`config.mk`:
```
export PLATFORM = sky130hd
export DESIGN_NAME = xor_bind_monitor
export DESIGN_NICKNAME = d
export VERILOG_FILES = /design/src/rtl/xor_bind_mon_pkg.sv /design/src/rtl/xor_bind_mon_delay.sv /design/src/rtl/xor_bind_monitor.sv
export SDC_FILE = /design/constraint.sdc
export NUM_CORES = 1
export LEC_CHECK = 0
export BUFFER_PORTS_ARGS = -buffer_cell sky130_fd_sc_hd__buf_2
export CORE_UTILIZATION = 34
export CTS_CLUSTER_DIAMETER = 60
export DETAILED_ROUTE_END_ITERATION = 8
export SYNTH_ARGS = -nofsm -noshare
export SYNTH_HDL_FRONTEND = slang
export SYNTH_HIERARCHICAL = 1
export SYNTH_SLANG_ARGS = --single-unit
```
`constraint.sdc`:
```
create_clock -name clk -period 2.86 [get_ports clk]
set_clock_uncertainty 0.2 [all_clocks]
set_input_delay 0.572 -clock clk [delete_from_list [all_inputs] [get_ports clk]]
set_output_delay 0.572 -clock clk [all_outputs]
set_load 0.02 [all_outputs]
```
`src/rtl/xor_bind_mon_pkg.sv`:
```
// Shared types, constants and the expected-value helper for the XOR bind monitor.
package xor_bind_mon_pkg;

  typedef enum logic [1:0] {
    FILL  = 2'd0,
    CHECK = 2'd1,
    HALT  = 2'd2
  } mon_state_e;

  localparam int unsigned MODE_XOR   = 0;
  localparam int unsigned MODE_XNOR  = 1;
  localparam int unsigned FILL_CNT_W = 4;

  // One bit of the reference result; mode=1 inverts for XNOR datapaths.
  function automatic logic exp_val(input logic a, input logic b, input logic mode);
    return (a ^ b) ^ mode;
  endfunction

endpackage

```
`src/rtl/xor_bind_mon_delay.sv`:
```
// Expected-value delay line with per-stage valid bits; pure wires when LATENCY is 0.
module xor_bind_mon_delay
  import xor_bind_mon_pkg::*;
#(
  parameter int unsigned WIDTH   = 1,
  parameter int unsigned LATENCY = 0
) (
  input  logic             clk,
  input  logic             rst_n,
  input  logic             flush_i,
  input  logic [WIDTH-1:0] data_i,
  input  logic             valid_i,
  output logic [WIDTH-1:0] data_o,
  output logic             valid_o
);

  if (LATENCY == 0) begin : g_wire
    logic unused_c;
    assign unused_c = ^{clk, rst_n, flush_i};
    assign data_o   = data_i;
    assign valid_o  = valid_i;
  end else begin : g_pipe
    logic [LATENCY-1:0][WIDTH-1:0] data_q;
    logic [LATENCY-1:0]            valid_q;

    // Flush kills every in-flight sample, including the one entering now.
    always_ff @(posedge clk or negedge rst_n) begin
      if (!rst_n) begin
        data_q  <= '0;
        valid_q <= '0;
      end else begin
        data_q[0]  <= data_i;
        valid_q[0] <= valid_i & ~flush_i;
        for (int unsigned i = 1; i < LATENCY; i++) begin
          data_q[i]  <= data_q[i-1];
          valid_q[i] <= valid_q[i-1] & ~flush_i;
        end
      end
    end

    assign data_o  = data_q[LATENCY-1];
    assign valid_o = valid_q[LATENCY-1];
  end

endmodule

```
`src/rtl/xor_bind_monitor.sv`:
```
// Bindable multi-channel checker: compares c against a delayed a^b (or ~(a^b)) reference.
module xor_bind_monitor
  import xor_bind_mon_pkg::*;
#(
  parameter int unsigned WIDTH       = 1,
  parameter int unsigned CHANNELS    = 1,
  parameter int unsigned LATENCY     = 0,
  parameter int unsigned MODE        = 0,
  parameter int unsigned STOP_ON_ERR = 0,
  parameter int unsigned CNT_W       = 16
) (
  input  logic                         clk,
  input  logic                         rst_n,
  input  logic                         en,
  input  logic                         clear,
  input  logic [CHANNELS*WIDTH-1:0]    a,
  input  logic [CHANNELS*WIDTH-1:0]    b,
  input  logic [CHANNELS*WIDTH-1:0]    c,
  output logic                         err,
  output logic                         err_sticky,
  output logic [CNT_W-1:0]             err_count,
  output logic [CHANNELS-1:0]          mismatch_mask,
  output logic [$clog2(CHANNELS):0]    first_ch,
  output logic                         first_valid,
  output logic [1:0]                   state_o
);

  localparam int unsigned BUS_W   = CHANNELS * WIDTH;
  localparam int unsigned FCH_W   = $clog2(CHANNELS) + 1;
  localparam bit          INVERT  = (MODE == MODE_XNOR);
  localparam mon_state_e  INIT_ST = (LATENCY == 0) ? CHECK : FILL;

  logic [BUS_W-1:0]      exp_c;
  logic [BUS_W-1:0]      exp_dly;
  logic                  vld_dly;
  logic                  cmp_c;
  logic [CHANNELS-1:0]   mm_c;
  logic                  any_c;
  logic [FCH_W-1:0]      lowest_c;

  mon_state_e            state_q, state_d;
  logic [FILL_CNT_W-1:0] fill_q, fill_d;
  logic                  err_q, err_d;
  logic                  sticky_q, sticky_d;
  logic [CNT_W-1:0]      cnt_q, cnt_d;
  logic [CHANNELS-1:0]   mask_q, mask_d;
  logic [FCH_W-1:0]      fch_q, fch_d;
  logic                  fvalid_q, fvalid_d;

  for (genvar i = 0; i < BUS_W; i++) begin : g_exp
    assign exp_c[i] = exp_val(a[i], b[i], INVERT);
  end

  xor_bind_mon_delay #(
    .WIDTH   (BUS_W),
    .LATENCY (LATENCY)
  ) u_delay (
    .clk     (clk),
    .rst_n   (rst_n),
    .flush_i (clear),
    .data_i  (exp_c),
    .valid_i (en),
    .data_o  (exp_dly),
    .valid_o (vld_dly)
  );

  assign cmp_c = (state_q == CHECK) && vld_dly;

  for (genvar ch = 0; ch < CHANNELS; ch++) begin : g_cmp
    assign mm_c[ch] = cmp_c && (c[ch*WIDTH +: WIDTH] != exp_dly[ch*WIDTH +: WIDTH]);
  end

  assign any_c = |mm_c;

  // Descending scan so the lowest failing lane is the last one written.
  always_comb begin
    lowest_c = '0;
    for (int unsigned ch = CHANNELS; ch > 0; ch--) begin
      if (mm_c[ch-1]) lowest_c = FCH_W'(ch - 1);
    end
  end

  always_comb begin
    state_d  = state_q;
    fill_d   = fill_q;
    err_d    = any_c;
    sticky_d = sticky_q;
    cnt_d    = cnt_q;
    mask_d   = mm_c;
    fch_d    = fch_q;
    fvalid_d = fvalid_q;

    case (state_q)
      FILL: begin
        if (en) begin
          fill_d = fill_q + FILL_CNT_W'(1);
          if (fill_q == FILL_CNT_W'(LATENCY - 1)) state_d = CHECK;
        end
      end
      CHECK: begin
        if ((STOP_ON_ERR != 0) && any_c) state_d = HALT;
      end
      HALT: begin
        err_d  = 1'b0;
        mask_d = mask_q;
      end
      default: state_d = INIT_ST;
    endcase

    if (any_c) begin
      sticky_d = 1'b1;
      if (cnt_q != '1) cnt_d = cnt_q + CNT_W'(1);
      if (!fvalid_q) begin
        fch_d    = lowest_c;
        fvalid_d = 1'b1;
      end
    end

    // Clear wins over any mismatch seen in the same cycle.
    if (clear) begin
      state_d  = INIT_ST;
      fill_d   = '0;
      err_d    = 1'b0;
      sticky_d = 1'b0;
      cnt_d    = '0;
      mask_d   = '0;
      fch_d    = '0;
      fvalid_d = 1'b0;
    end
  end

  always_ff @(posedge clk or negedge rst_n) begin
    if (!rst_n) begin
      state_q  <= INIT_ST;
      fill_q   <= '0;
      err_q    <= 1'b0;
      sticky_q <= 1'b0;
      cnt_q    <= '0;
      mask_q   <= '0;
      fch_q    <= '0;
      fvalid_q <= 1'b0;
    end else begin
      state_q  <= state_d;
      fill_q   <= fill_d;
      err_q    <= err_d;
      sticky_q <= sticky_d;
      cnt_q    <= cnt_d;
      mask_q   <= mask_d;
      fch_q    <= fch_d;
      fvalid_q <= fvalid_d;
    end
  end

  assign err           = err_q;
  assign err_sticky    = sticky_q;
  assign err_count     = cnt_q;
  assign mismatch_mask = mask_q;
  assign first_ch      = fch_q;
  assign first_valid   = fvalid_q;
  assign state_o       = state_q;

endmodule

```
Word level (Yosys, flattened, before mapping):

Cells that the tools add are included.

* add/sub/neg operators: 2
* mux-type cells: 19
* bitwise logic cells: 1
* equality and inequality tests: 10
* reductions and logical operators: 12
* multipliers: 0
* shift operators: 0
* divide/modulo/power cells: 0
* magnitude comparators: 0

Operators by type and width (number)
* 2-to-1 mux 16 bit: 3
* adder 16 x 1 -> 16 bit, second input constant: 1
* != test 16 bit, second input constant: 1
* 2-to-1 mux 4 bit: 3
* 2-to-1 mux 1 bit: 9
* nonzero test 2 bit: 4
* 2-to-1 mux 2 bit: 3
* != test 3 bit, second input constant: 2
* AND reduction 2 bit: 3
* adder 4 x 1 -> 4 bit, second input constant: 1
* equality test 4 bit, second input constant: 1
* != test 2 bit, second input constant: 2
* one-hot mux 2 bit (2 select lines): 1
* AND reduction 3 bit: 1
* equality test 2 x 1 -> 1 bit, second input constant: 1
* equality test 2 bit, second input constant: 1
* logical AND 1 bit: 2
* zero test 2 bit: 1
* != test 2 x 1 -> 1 bit, second input constant: 1
* OR reduction 2 bit: 1
* != test 1 bit: 1
* XOR 1 bit: 1

* output and inout port bits: 23
* word-level logic and storage cells: 51
* memory bits (read-only): 0
* memories: 0
* memory bits (writable): 0
* bits in latches: 0
* register bits: 26

Logic depth before layout (Yosys ltp):

* depth after elaboration: 5
* mapped depth: 7
* mapped depth without buffers: 5

Cells and area by module:

The synthesis kept the hierarchy.

Modules (own cells, without submodules)
* xor_bind_monitor: seq. area each 450.4 um2, cells an instance 119, times used 1, area each 1137.3 um2
* xor_bind_mon_delay: seq. area each 0.0 um2, cells an instance 2, times used 1, area each 15.0 um2

Least setup slack after synthesis:

OpenSTA, ideal clock, no wires.

* path kind: in2reg
* from: input port b
* to: register cnt_q[15] (netlist: err_count[15])
* arrival time: 1.976 ns
* buffers on the path: 2
* setup slack: 0.559 ns
* library setup time: 0.125 ns
* required time: 2.535 ns
* cell stages on the path: 7
* path through: xor2_1 > buf_4 > xor2_2 > nand4_2 > buf_6 > nor4_1 > mux2_2

* longest elaborated chain between the ends: 5

RTL lines
* from (decl): line xor_bind_monitor.sv:17 `input logic [CHANNELS*WIDTH-1:0] b,`
* XOR 1 bit: line xor_bind_mon_pkg.sv:16 `return (a ^ b) ^ mode;`
* via exp_dly: line xor_bind_monitor.sv:34 `logic [BUS_W-1:0] exp_dly;`
* != test 1 bit: line xor_bind_monitor.sv:70 `assign mm_c[ch] = cmp_c && (c[ch*WIDTH +: WIDTH] != exp_dly[ch*WIDTH +: WIDTH]);`
* logical AND 1 bit: line xor_bind_monitor.sv:70
* nonzero test 2 bit (no line)
* AND reduction 2 bit (no line)
* to (signal assigned): line xor_bind_monitor.sv:147 `cnt_q <= cnt_d;`
* to (decl): line xor_bind_monitor.sv:45 `logic [CNT_W-1:0] cnt_q, cnt_d;`

The timed path passes the listed nets, and every way through them passes these cells.
A chain may end at the register's enable or synchronous reset.

Worst setup path in the final report:

* from: register cnt_q[1] (netlist: err_count[1])
* to: register cnt_q[5] (netlist: err_count[5])

* longest elaborated chain between the ends: 4

RTL lines
* adder 16 x 1 -> 16 bit: line xor_bind_monitor.sv:112 `if (cnt_q != '1) cnt_d = cnt_q + CNT_W'(1);`
* 2-to-1 mux 16 bit: line xor_bind_monitor.sv:112
* 2-to-1 mux 16 bit: line xor_bind_monitor.sv:110 `if (any_c) begin`
* 2-to-1 mux 16 bit: line xor_bind_monitor.sv:120 `if (clear) begin`

Several ways; a longest one is shown, not always the timed one. The select of a mux whose other input is x is not followed.

==> impl_metrics.ini <==
[cts]
clk_pin_slew_ns = 0.10
cts_buffers = 3
cts_buffer_depth = 2
htree_levels = 1
cts_tree = built
cts_resized = 0
postCtsHoldBufs = 0
cts_setup_buffers = 0
clock_latency_ns = 0.29
clockRootBuffer = clkbuf_4
cts.sinks = 18

[sta]
fmax_mhz = 424
slew_viol_final = 0
whs_ns = -0.00704
min_period_ns = 2.36
finalHoldViolCount = 13
post-route-period-util_pct = 82.5
final.setup.tns_ns = 0
finalSetupViolations = 0
rsz0062_at_grt = no

[detailed_routing]
detail_route.vias_per_cell = 5.29
wl_per_cell_um = 13.0
drtIter0Drc = 25
postRouteAntennaNets = 0
vias = 973
first_pass_iters = 4
remaining_drc_errors = 0
finalWirelength_um = 2400

[power]
peakVddDrop_mv = 0.206
p_leak_uw = 0.000613
p_per_area_nw_per_um2 = 352

[setup_path]
r2r-end = err_count[5]
critPathLaunchType = register
crit_path_max_fanout = 8
critical_path_class = reg -> reg
r2r_slack_ns = 0.50
r2r_cells = 5
worst_setup_path_end_kind = register
arrival_ns = 2.35
crit_required_ns = 2.84
timing.rr.start = err_count[1]

[global_routing]
grtUsageMet1_pct = 18.9
grt_usage_pct = 14.8
grt_max_degree = 26
overflow = 0
use_met2_pct = 24.6
grt_pass1_vias = 888
met3_usage_pct = 4.55
grt_pass1_wl_um = 4020
grt_busiest_layer = met2
grt_antenna_before_repair = 0

[synthesis]
synthCells = 121
ys_seq_area_share_pct = 39.1
synth_cell_type_count = 33
syn_area_per_cell_um2 = 9.52
yosys_warnings = 6
synth_seq_cells = 18
mappedNetlistArea_um2 = 1150

[die]
fp-row-count = 20
io-pin-count = 30
dieArea_um2 = 3630
initial_core_util_pct = 36.8
die_w_um = 60.2
die_y_um = 60.2
fp.coreArea_um2 = 3130

[outcome]
status = finished with violations
violations = hold timing

[layout]
area_delta_synth_final_pct = 11.2
fin_area_um2 = 1280
nets = 150
diodes = 0
post-route-util_pct = 41.0
drive_above_1_share_pct = 30.0

[placement]
numPortBuffers = 26
placed_area_um2 = 1260
hpwl_um = 1730
place_congestion = 0.755

[worst_hold_path]
hold_class = in -> async

[flow_run]
drv_cap = 0
==> how the worst max path moves through the flow <==
stage / from / to / slack [ns] / depth (start not counted)
finish: err_count[1] / err_count[5] / 0.50 / 5
global route: err_count[0] / err_count[7] / 0.36 / 5
CTS: err_count[0] / err_count[5] / 0.52 / 5
detailed placement: b / err_count[15] / 0.27 / 6
global placement: b / err_count[15] / 0.38 / 6
floorplan: b / err_count[15] / 0.56 / 7
==> cells in the mapped netlist (all sizes together) <==
cell     instances  area, um2
o21a             2       15.0
or2              1       6.26
or4              4       30.0
a2111oi          2       17.5
clkbuf           2       7.51
nor2            11       41.3
o21ai            1       5.00
conb             2       7.51
dfrtp           18        450
and3             2       12.5
nand2            8       30.0
nor4             2       27.5
inv              2       7.51
buf             10       82.6
nor2b            8       50.1
nand4            5       37.5
mux2             8       90.1
a21oi            7       35.0
mux2i            1       10.0
o311ai           2       17.5
a211oi           3       22.5
ha               1       12.5
xor2             2       25.0
nor3             1       5.00
and4             2       17.5
o31ai            4       30.0
and2             1       6.26
o41ai            2       17.5
nand3            7       35.0
==> cells in the final DEF (no fill, tap or decap), types with 4 or more instances in the layout <==
cell type and count:
nand4_1 4, buf_2 26, dfrtp_1 18, or4_1 4, nor2b_1 8, nand2_1 8
a21oi_1 7, nor2_1 11, mux2_2 8, o31ai_1 4, nand3_1 7
==> routing by layer <==
| metal | up-vias | part of all wire, % |
|---|---|---|
| met2 | 26 | 47 |
| met4 | 0 | 0.63 |
| met5 | - | 0 |
| met1 | 472 | 48 |
| met3 | 2 | 4.1 |
| li1 | 473 | - |
==> cell families (layout without fill, tap and decap cells) <==
logic type	count (synthesis)	after routing	share of synthesized area [%]
fa+ha+maj	1	1	1.09
mux	9	9	8.69
xor+xnor	2	2	2.17
flops	18	18	39.1
compound gates	23	23	13.9
buf+inv	14	32	8.47
other cells	2	3	0.652
simple gates	52	52	26.0
==> state kept, by name (all words and copies together), names as in the netlist <==
signal	count
err_count	16
mismatch_mask	1
first_valid	1
==> worst max-delay path, stage by stage (launching register included) <==
cell and delay [ns]:
dfrtp_1 0.51, ha_1 0.35, inv_1 0.18, nor4_4 0.50, a2111oi_0 0.21, mux2_2 0.30
==> area by class of cell <==
| cell class | count | area (um2) |
|---|---|---|
| Fill cell | 327 | 1850 |
| Tap cell | 44 | 55.1 |
| Inverter | 2 | 7.51 |
| Timing Repair Buffer | 27 | 138 |
| Sequential cell | 18 | 450 |
| Clock buffer | 3 | 22.5 |
| Multi-Input combinational cell | 90 | 608 |
==> stage by stage <==
step	std cells	setup slack (ns)	power, uW
2_1_floorplan	122	0.559	317
4_1_cts	184	0.519	459
5_1_grt	184	0.363	479
3_3_place_gp	181	0.375	332
3_5_place_dp	181	0.269	333
6_report	184	0.499	452
==> power breakdown <==
| part | total (uW) | switching (uW) | internal, uW |
|---|---|---|---|
| registers | 267 | 7.71 | 259 |
| logic | 59.7 | 41.2 | 18.5 |
| clock network | 125 | 76.0 | 49.0 |
Note: power is estimated with default switching activity, not from simulation.
